`config.mk`:
```
export PLATFORM = sky130hd
export DESIGN_NAME = painterengine_gpu_frame_fetcher_flat
export DESIGN_NICKNAME = d
export VERILOG_FILES = /design/src/rtl/painterengine_gpu_frame_fetcher_if.sv /design/src/rtl/painterengine_gpu_frame_fetcher.sv /design/src/flat_wrapper.sv
export SDC_FILE = /design/constraint.sdc
export NUM_CORES = 1
export LEC_CHECK = 0
export BUFFER_PORTS_ARGS = -buffer_cell sky130_fd_sc_hd__buf_2
export CAP_MARGIN = 20
export CORE_MARGIN = 2
export CORE_UTILIZATION = 48
export CTS_BUF_LIST = sky130_fd_sc_hd__clkbuf_16
export CTS_CLUSTER_SIZE = 24
export DETAILED_ROUTE_END_ITERATION = 6
export HOLD_SLACK_MARGIN = 0.03
export PLACE_DENSITY = 0.66
export SYNTH_ARGS = -nofsm -noshare
export SYNTH_HDL_FRONTEND = slang
export SYNTH_SLANG_ARGS = --single-unit
```
`constraint.sdc`:
```
create_clock -name i_wire_clock -period 9.1 [get_ports i_wire_clock]
set_clock_uncertainty 0.1 [all_clocks]
set_input_delay 0.455 -clock i_wire_clock [delete_from_list [all_inputs] [get_ports i_wire_clock]]
set_output_delay 0.455 -clock i_wire_clock [all_outputs]
set_load 0.05 [all_outputs]
```
`src/rtl/painterengine_gpu_frame_fetcher_if.sv`:
```
// Reader-side bus of the GPU frame fetcher: burst address/length out, run control out,
// completion and failure status back from the DMA reader.
interface painterengine_gpu_frame_fetcher_if;
    logic [31:0] o_wire_reader_address;
    logic [31:0] o_wire_reader_length;
    logic        o_wire_reader_resetn;
    logic        i_wire_reader_done;
    logic        i_wire_reader_error;

    modport master (
        output o_wire_reader_address, o_wire_reader_length, o_wire_reader_resetn,
        input  i_wire_reader_done, i_wire_reader_error
    );

    modport slave (
        input  o_wire_reader_address, o_wire_reader_length, o_wire_reader_resetn,
        output i_wire_reader_done, i_wire_reader_error
    );
endinterface

```
`src/rtl/painterengine_gpu_frame_fetcher.sv`:
```
// Multi-frame framebuffer fetcher: walks a clipped, strided region and issues FIFO-gated DMA bursts.
// Optional burst retry is enabled by defining PAINTERENGINE_GPU_FETCH_RETRY_EN.
module painterengine_gpu_frame_fetcher #(
    parameter int BLOCK_SIZE      = 64,
    parameter int BYTES_PER_PIXEL = 4,
    parameter int COUNT_WIDTH     = 8,
    parameter int RETRY_LIMIT     = 3
) (
    input  logic                   i_wire_clock,
    input  logic                   i_wire_resetn,
    input  logic                   i_wire_enable,
    input  logic                   i_wire_frame_start,
    input  logic [31:0]            i_wire_image_address,
    input  logic [15:0]            i_wire_image_stride,
    input  logic [15:0]            i_wire_clip_width,
    input  logic [15:0]            i_wire_clip_height,
    input  logic [COUNT_WIDTH-1:0] i_wire_fifo_free_count,
    painterengine_gpu_frame_fetcher_if.master reader,
    output logic                   o_wire_frame_done,
    output logic [31:0]            o_wire_state
);

    typedef enum logic [3:0] {
        ST_IDLE   = 4'd0,
        ST_CALC1  = 4'd1,
        ST_CALC2  = 4'd2,
        ST_WAIT   = 4'd3,
        ST_STREAM = 4'd4,
        ST_CHECK  = 4'd5,
        ST_DONE   = 4'd6,
        ST_ERROR  = 4'd7
    } state_t;

    localparam int          BPP_SHIFT = (BYTES_PER_PIXEL == 4) ? 2 : 1;
    localparam logic [15:0] BLOCK_LEN = 16'(BLOCK_SIZE);

    state_t      state;
    logic [31:0] base_q;
    logic [15:0] stride_q, width_q, height_q;
    logic [15:0] x_q, y_q;
    logic [31:0] row_off_q, col_adr_q;
    logic [15:0] frame_count_q;
    logic        overrun_q, error_q;

`ifdef PAINTERENGINE_GPU_FETCH_RETRY_EN
    localparam int RW = $clog2(RETRY_LIMIT + 2);
    logic [RW-1:0] retry_q;
`endif

    logic [15:0] remaining, burst_len, x_next, y_next;
    logic        idle_like, fifo_ok;

    assign idle_like = (state == ST_IDLE) || (state == ST_DONE);
    assign remaining = width_q - x_q;
    assign burst_len = (remaining > BLOCK_LEN) ? BLOCK_LEN : remaining;
    assign x_next    = x_q + reader.o_wire_reader_length[15:0];
    assign y_next    = y_q + 16'd1;
    assign fifo_ok   = 32'(i_wire_fifo_free_count) >= reader.o_wire_reader_length;

    assign o_wire_state = {frame_count_q, 10'd0, error_q, overrun_q, state};

    // NOTE: every register here is written with <= so all next-state values derive from the
    // pre-edge state; a blocking = would let later statements see half-updated values.
    always_ff @(posedge i_wire_clock or negedge i_wire_resetn) begin
        if (!i_wire_resetn) begin
            state                        <= ST_IDLE;
            base_q                       <= '0;
            stride_q                     <= '0;
            width_q                      <= '0;
            height_q                     <= '0;
            x_q                          <= '0;
            y_q                          <= '0;
            row_off_q                    <= '0;
            col_adr_q                    <= '0;
            frame_count_q                <= '0;
            overrun_q                    <= 1'b0;
            error_q                      <= 1'b0;
            o_wire_frame_done            <= 1'b0;
            reader.o_wire_reader_address <= '0;
            reader.o_wire_reader_length  <= '0;
            reader.o_wire_reader_resetn  <= 1'b0;
`ifdef PAINTERENGINE_GPU_FETCH_RETRY_EN
            retry_q                      <= '0;
`endif
        end else begin
            o_wire_frame_done <= 1'b0;
            // A start request while a frame is in flight is dropped but remembered.
            if (i_wire_enable && i_wire_frame_start && !idle_like)
                overrun_q <= 1'b1;

            if (!i_wire_enable) begin
                state                       <= ST_IDLE;
                reader.o_wire_reader_resetn <= 1'b0;
`ifdef PAINTERENGINE_GPU_FETCH_RETRY_EN
                retry_q                     <= '0;
`endif
            end else begin
                case (state)
                    ST_IDLE, ST_DONE: begin
                        if (i_wire_frame_start) begin
                            base_q   <= i_wire_image_address;
                            stride_q <= i_wire_image_stride;
                            width_q  <= i_wire_clip_width;
                            height_q <= i_wire_clip_height;
                            x_q      <= '0;
                            y_q      <= '0;
`ifdef PAINTERENGINE_GPU_FETCH_RETRY_EN
                            retry_q  <= '0;
`endif
                            if (i_wire_clip_width == '0 || i_wire_clip_height == '0) begin
                                state             <= ST_DONE;
                                o_wire_frame_done <= 1'b1;
                            end else begin
                                state <= ST_CALC1;
                            end
                        end
                    end
                    ST_CALC1: begin
                        row_off_q <= (32'(y_q) * 32'(stride_q)) << BPP_SHIFT;
                        col_adr_q <= base_q + (32'(x_q) << BPP_SHIFT);
                        state     <= ST_CALC2;
                    end
                    ST_CALC2: begin
                        reader.o_wire_reader_address <= col_adr_q + row_off_q;
                        reader.o_wire_reader_length  <= 32'(burst_len);
                        state                        <= ST_WAIT;
                    end
                    ST_WAIT: begin
                        if (fifo_ok) begin
                            reader.o_wire_reader_resetn <= 1'b1;
                            state                       <= ST_STREAM;
                        end
                    end
                    ST_STREAM: begin
                        if (reader.i_wire_reader_error) begin
                            reader.o_wire_reader_resetn <= 1'b0;
                            error_q                     <= 1'b1;
`ifdef PAINTERENGINE_GPU_FETCH_RETRY_EN
                            if (retry_q == RW'(RETRY_LIMIT)) begin
                                state <= ST_ERROR;
                            end else begin
                                retry_q <= retry_q + 1'b1;
                                state   <= ST_WAIT;
                            end
`else
                            state <= ST_ERROR;
`endif
                        end else if (reader.i_wire_reader_done) begin
                            reader.o_wire_reader_resetn <= 1'b0;
                            x_q                         <= x_next;
                            state                       <= ST_CHECK;
`ifdef PAINTERENGINE_GPU_FETCH_RETRY_EN
                            retry_q                     <= '0;
`endif
                        end
                    end
                    ST_CHECK: begin
                        reader.o_wire_reader_resetn <= 1'b0;
                        if (x_q == width_q) begin
                            x_q <= '0;
                            y_q <= y_next;
                            if (y_next == height_q) begin
                                state             <= ST_DONE;
                                o_wire_frame_done <= 1'b1;
                                frame_count_q     <= frame_count_q + 16'd1;
                            end else begin
                                state <= ST_CALC1;
                            end
                        end else begin
                            state <= ST_CALC1;
                        end
                    end
                    ST_ERROR: begin
                        reader.o_wire_reader_resetn <= 1'b0;
                        error_q                     <= 1'b1;
                    end
                    default: state <= ST_IDLE;
                endcase
            end
        end
    end

endmodule

```
`src/flat_wrapper.sv`:
```
// flat-port wrapper written by rule: the top's interface ports become plain ports
module painterengine_gpu_frame_fetcher_flat 
#(
    parameter int BLOCK_SIZE      = 64,
    parameter int BYTES_PER_PIXEL = 4,
    parameter int COUNT_WIDTH     = 8,
    parameter int RETRY_LIMIT     = 3
)
  (i_wire_clock, i_wire_resetn, i_wire_enable, i_wire_frame_start, i_wire_image_address, i_wire_image_stride, i_wire_clip_width, i_wire_clip_height, i_wire_fifo_free_count, o_wire_frame_done, o_wire_state, reader_o_wire_reader_address, reader_o_wire_reader_length, reader_o_wire_reader_resetn, reader_i_wire_reader_done, reader_i_wire_reader_error);
  painterengine_gpu_frame_fetcher_if reader_i ();
  input  logic i_wire_clock;
  input  logic i_wire_resetn;
  input  logic i_wire_enable;
  input  logic i_wire_frame_start;
  input  logic [31:0] i_wire_image_address;
  input  logic [15:0] i_wire_image_stride;
  input  logic [15:0] i_wire_clip_width;
  input  logic [15:0] i_wire_clip_height;
  input  logic [COUNT_WIDTH-1:0] i_wire_fifo_free_count;
  output logic o_wire_frame_done;
  output logic [31:0] o_wire_state;
  output wire logic [$bits(reader_i.o_wire_reader_address)-1:0] reader_o_wire_reader_address;
  output wire logic [$bits(reader_i.o_wire_reader_length)-1:0] reader_o_wire_reader_length;
  output wire logic [$bits(reader_i.o_wire_reader_resetn)-1:0] reader_o_wire_reader_resetn;
  input wire logic [$bits(reader_i.i_wire_reader_done)-1:0] reader_i_wire_reader_done;
  input wire logic [$bits(reader_i.i_wire_reader_error)-1:0] reader_i_wire_reader_error;
  assign reader_o_wire_reader_address = reader_i.o_wire_reader_address;
  assign reader_o_wire_reader_length = reader_i.o_wire_reader_length;
  assign reader_o_wire_reader_resetn = reader_i.o_wire_reader_resetn;
  assign reader_i.i_wire_reader_done = reader_i_wire_reader_done;
  assign reader_i.i_wire_reader_error = reader_i_wire_reader_error;
  painterengine_gpu_frame_fetcher #(.BLOCK_SIZE(BLOCK_SIZE), .BYTES_PER_PIXEL(BYTES_PER_PIXEL), .COUNT_WIDTH(COUNT_WIDTH), .RETRY_LIMIT(RETRY_LIMIT)) u_core (.i_wire_clock(i_wire_clock), .i_wire_resetn(i_wire_resetn), .i_wire_enable(i_wire_enable), .i_wire_frame_start(i_wire_frame_start), .i_wire_image_address(i_wire_image_address), .i_wire_image_stride(i_wire_image_stride), .i_wire_clip_width(i_wire_clip_width), .i_wire_clip_height(i_wire_clip_height), .i_wire_fifo_free_count(i_wire_fifo_free_count), .reader(reader_i), .o_wire_frame_done(o_wire_frame_done), .o_wire_state(o_wire_state));
endmodule
```
Word level (Yosys, flattened, before mapping)
Index checks and enable logic that the tools add are counted.
{"block": "totals", "ff_bits": 246}
{"block": "op_classes", "reduce_logical": 22, "n_mux": 30, "eq_ne": 19, "n_addsub": 6, "mul": 1, "magnitude_cmp": 2}
{"op": "16-bit 2-to-1 mux", "count": 6}
{"op": "16-bit case mux with 3 select lines", "count": 1}
{"op": "16-bit by 1-bit adder with 16-bit output, second input constant", "count": 2}
{"op": "32-bit by 18-bit adder with 32-bit output", "count": 1}
{"op": "32-bit adder", "count": 1}
{"op": "16-bit equality test", "count": 2}
{"op": "16-bit zero test", "count": 2}
{"op": "16-bit case mux with 2 select lines", "count": 1}
{"op": "16-bit by 16-bit multiplier with 30-bit output", "count": 1}
{"op": "4-bit case mux with 7 select lines", "count": 1}
{"op": "4-bit 2-to-1 mux", "count": 5}
{"op": "16-bit adder", "count": 1}
{"op": "4-bit by 3-bit equality test with 1-bit output, second input constant", "count": 4}
{"op": "8-bit by 16-bit >= comparator with 1-bit output", "count": 1}
{"op": "16-bit by 7-bit > comparator with 1-bit output, second input constant", "count": 1}
{"op": "16-bit subtractor", "count": 1}
{"op": "4-bit AND reduction", "count": 3}
{"op": "1-bit 2-to-1 mux", "count": 10}
{"op": "2-bit inequality test, second input constant", "count": 5}
{"op": "3-bit 2-to-1 mux", "count": 3}
{"op": "3-bit AND reduction", "count": 3}
{"op": "4-bit by 2-bit equality test with 1-bit output, second input constant", "count": 2}
{"op": "6-bit AND reduction", "count": 1}
{"op": "4-bit by 1-bit equality test with 1-bit output, second input constant", "count": 1}
{"op": "15 further kinds", "count": 21}

Depth between registers and ports, before layout
{"block": "logic_depth", "depth_word": 6, "ltp_mapped": 26, "ltp_nobuf": 22}

Worst setup path after synthesis
No wires, ideal clock.
{"block": "synth_path", "kind": "reg-to-reg", "startpoint": "register u_core.y_q[8]", "endpoint": "register u_core.row_off_q[30]", "path_stages_with_launch": 24, "slack_ns": 2.202, "arrival_time_ns": 6.669, "synth_period_minus_slack_ns": 6.898, "t_required_ns": 8.871, "path_cell_list": "dfrtp_1 -> clkbuf_1 -> clkbuf_1 -> clkbuf_1 -> nand2_1 -> fa_1 -> inv_1 -> fa_1 -> fa_1 -> fa_1 -> fa_1 -> inv_1 -> fa_1 -> inv_1 -> ha_1 -> and3_1 -> a221o_1 -> a221o_1 -> a221oi_2 -> o221ai_1 -> a2111oi_0 -> o41ai_1 -> xnor2_1 -> o21ai_1"}
{"block": "synth_via", "elab_chain_cells": 1}
{"item": "start, declared", "line": "painterengine_gpu_frame_fetcher.sv:40", "source": "logic [15:0] x_q, y_q;"}
{"item": "start signal, assigned", "line": "painterengine_gpu_frame_fetcher.sv:161", "source": "y_q <= y_next;"}
{"item": "16-bit by 16-bit multiplier with 30-bit output", "line": "painterengine_gpu_frame_fetcher.sv:119", "source": "row_off_q <= (32'(y_q) * 32'(stride_q)) << BPP_SHIFT;"}
{"item": "end signal, assigned", "line": "painterengine_gpu_frame_fetcher.sv:119"}
{"item": "end, declared", "line": "painterengine_gpu_frame_fetcher.sv:41", "source": "logic [31:0] row_off_q, col_adr_q;"}
No other way between the ends.
A chain may end at the register's enable or synchronous reset.

Worst setup path after layout
Same ends and word-level chain as after synthesis.

==> metrics.txt <==
status completed; DP HPWL roughly 44000 um; post-synth cell types 74; total power divided by cell area around 230 nW/um2; CP Capture Type flop; fraction of layout cells with a size suffix above 1 around an eighth; most frequent cells in the layout nand2_1, inv_1, dfrtp_1; Final Max Slew Viols 0; Worst-path clk slew ~60 ps; Post-Route WL around 57000 um; Vias/cell between 5 and 6; pin count of the biggest net entering global routing around 110; Die H ~220 um; Vias between 15000 and 20000; clock sink count between 200 and 250; crit start category flop; commonest non-fill, non-tap cell in the layout nand2_1; Post-synth EDFFs 0; postcts setup bufs 0; FF-to-FF setup slack between 1500 and 2000 ps; register bit total from synthesis about 250; Initial Utilization 48.5%; Worst R2R End u_core.row_off_q[30]$_DFFE_PN0P_; antenna violations before repair 0; CP Data Required Time 9420 ps; # fillers 4203; Avg Cell Area, Syn between 9 and 10 um2; Remaining DRCs 0; RSZ-0062 raised after global routing no; Final min period around 7300 ps; worst slew pin tran ~1000 ps; Critical Path Fanout Max 25; vias in the first global route 17500; core area around 46000 um2; Max-Cap Viols 0; hold_buf cts 46; cell total after placement 3100; Layout area overhead 10.7%; Post-Syn Area about 22000 um2; TritonCTS Buffers 28; setup TNS 0 ps; Worst Path Arrival about 7600 ps; TritonRoute pass-1 iters 5; Warnings, synthesis 0; die area approximately 50000 um2; GRT overflow 0; relative slew slack between 30% and 40%; leakage around 12 nW; Hold Crit Depth 2; row cnt between 70 and 80; Resize count post-CTS 0; Total Routing Usage GR ~24%; FF-to-FF path depth 20; # IOs between 150 and 200; register area share after synthesis 27.3%; first-pass GRT wire length around 93000 um; 1st-iter DRT viols 1200; post-synthesis async set-or-reset flop share 100%; H-tree Lvls 1; Cells after Synth around 2400; non-filler cells, final about 3200; Final Wtd Congestion 0.928; # port buffers 164; Final Hold Viols 0; Synth Flop Type dfrtp_1; Peak Freq between 0.1 and 0.15 GHz; final setup violation count 0; clock insertion delay at the later pin of the skew report about 570 ps; HP Class primary input to flop; critical path type flop to flop; ant diodes 0; # nets final 3039; Worst R2R Start u_core.y_q[8]$_DFFE_PN0P_; Clock Tree Buf Depth 3; CTS root buffer clkbuf_16; Peak VDD IR roughly 0.21 mV; WHS Endpoint u_core.stride_q[11]$_DFFE_PN0P_; average routed wire per standard cell 17.9 um; Hold Path Origin i_wire_image_stride[11]; CTS tree done; Tcrit/Tclk final between 80% and 90%; antenna-violating nets left 0; final hold slack around 37 ps; die width between 200 and 250 um
==> per-stage QoR <==
step | total power, W | setup slack [ps] | util, % | instance area [um2]
2_1_floorplan | 0.00401 | 2200 | - | 22600
3_3_place_gp | 0.00472 | 1940 | 50.9 | 23600
3_5_place_dp | 0.00479 | 1770 | 50.9 | 23600
4_1_cts | 0.00585 | 1790 | 53.6 | 24900
5_1_grt | 0.00628 | 1440 | 53.6 | 24900
6_report | 0.00582 | 1780 | 53.6 | 24900
==> critical path, cell delays in order (launching register included) <==
cell,delay (ps)
dfrtp_1,950
nand2_1,180
fa_1,580
inv_1,50
fa_1,480
fa_1,580
fa_1,440
fa_1,490
inv_1,50
fa_1,480
inv_1,40
ha_1,340
and3_1,240
a221o_1,340
a221o_1,350
a221oi_2,410
o221ai_1,260
a2111oi_0,410
o41ai_1,160
xnor2_1,160
o21ai_1,70
==> cell usage after synthesis, types with 6 or more instances <==
| master | count | area (um2) |
|---|---|---|
| inv_1 | 290 | 1090 |
| ha_1 | 178 | 2230 |
| o31ai_1 | 23 | 173 |
| o22ai_1 | 8 | 50.1 |
| and2_1 | 138 | 863 |
| a21o_1 | 34 | 255 |
| o21bai_1 | 17 | 128 |
| or3_1 | 6 | 37.5 |
| o21a_1 | 19 | 143 |
| o21ai_0 | 139 | 696 |
| nor2_1 | 80 | 300 |
| nor3b_1 | 7 | 52.6 |
| dfrtp_1 | 245 | 6130 |
| and3_1 | 21 | 131 |
| xor2_1 | 56 | 490 |
| nand3_1 | 32 | 160 |
| a221o_1 | 6 | 60.1 |
| buf_4 | 30 | 225 |
| xnor2_1 | 80 | 701 |
| o211ai_1 | 10 | 75.1 |
| fa_1 | 197 | 3940 |
| nor3_1 | 34 | 170 |
| a211oi_1 | 17 | 128 |
| nand2b_1 | 21 | 131 |
| mux2_2 | 88 | 991 |
| a21oi_1 | 78 | 390 |
| nand2_1 | 325 | 1220 |
| a31oi_1 | 11 | 68.8 |
| nand4_1 | 24 | 150 |
| clkbuf_1 | 94 | 353 |
| nor4_1 | 16 | 100 |
| nor2b_1 | 11 | 68.8 |
==> flip-flops by register name, summed over array words and instances, names as in the netlist <==
name	cells
u_core.o_wire_frame_done	1
u_core.reader.o_wire_reader_length	16
u_core.height_q	16
u_core.overrun_q	1
u_core.state	3
u_core.y_q	16
u_core.error_q	1
u_core.frame_count_q	16
u_core.base_q	32
u_core.row_off_q	30
u_core.col_adr_q	32
u_core.reader.o_wire_reader_resetn	1
u_core.stride_q	16
u_core.reader.o_wire_reader_address	32
u_core.x_q	16
u_core.width_q	16
==> power by group <==
group / switching (W) / total [W] / internal, W / leakage [nW]
clock: 0.000458 / 0.00101 / 0.000552 / 0.410
combinational: 0.00168 / 0.00282 / 0.00113 / 8.64
sequential: 0.000525 / 0.00200 / 0.00147 / 3.15
total: 0.00267 / 0.00582 / 0.00316 / 12.2
==> area by class of cell <==
class / count / area [um2] / area share, %
Clock buffer: 28 / 701 / 2.82
Clock inverter: 18 / 96.3 / 0.387
Inverter: 290 / 1090 / 4.38
Multi-Input combinational cell: 1785 / 14700 / 59.2
Sequential cell: 245 / 6130 / 24.7
Tap cell: 607 / 759 / 3.05
Timing Repair Buffer: 220 / 1360 / 5.48
==> kinds of logic after synthesis <==
group                      share of synthesized area, %
other                                            0.0167
adders and majority gates                          27.5
buffers and inverters                              7.65
xor gates and xnor gates                           5.30
DFF                                                27.3
AOI/OAI and AO/OA                                  11.7
muxes                                              4.54
and+or+nand+nor                                    16.0
==> metal layers <==
metal / wire length [um] / global-route usage [%] / up-vias
met1: 27200 / 34.9 / 8600
met4: 966 / 4.30 / 0
met3: 2760 / 2.47 / 61
li1: - / - / 8286
met5: 0 / 0 / -
met2: 26300 / 39.5 / 419
==> how the worst max path moves through the flow <==
stage                          startpoint                          endpoint  slack (ps)
6_report        u_core.y_q[8]$_DFFE_PN0P_  u_core.row_off_q[30]$_DFFE_PN0P_        1780
5_1_grt        u_core.y_q[12]$_DFFE_PN0P_  u_core.row_off_q[30]$_DFFE_PN0P_        1440
4_1_cts         u_core.y_q[8]$_DFFE_PN0P_  u_core.row_off_q[30]$_DFFE_PN0P_        1790
3_5_place_dp    u_core.y_q[8]$_DFFE_PN0P_  u_core.row_off_q[30]$_DFFE_PN0P_        1770
3_3_place_gp    u_core.y_q[8]$_DFFE_PN0P_  u_core.row_off_q[30]$_DFFE_PN0P_        1940
2_1_floorplan   u_core.y_q[8]$_DFFE_PN0P_  u_core.row_off_q[30]$_DFFE_PN0P_        2200
Power figures use the tool's default switching activity.
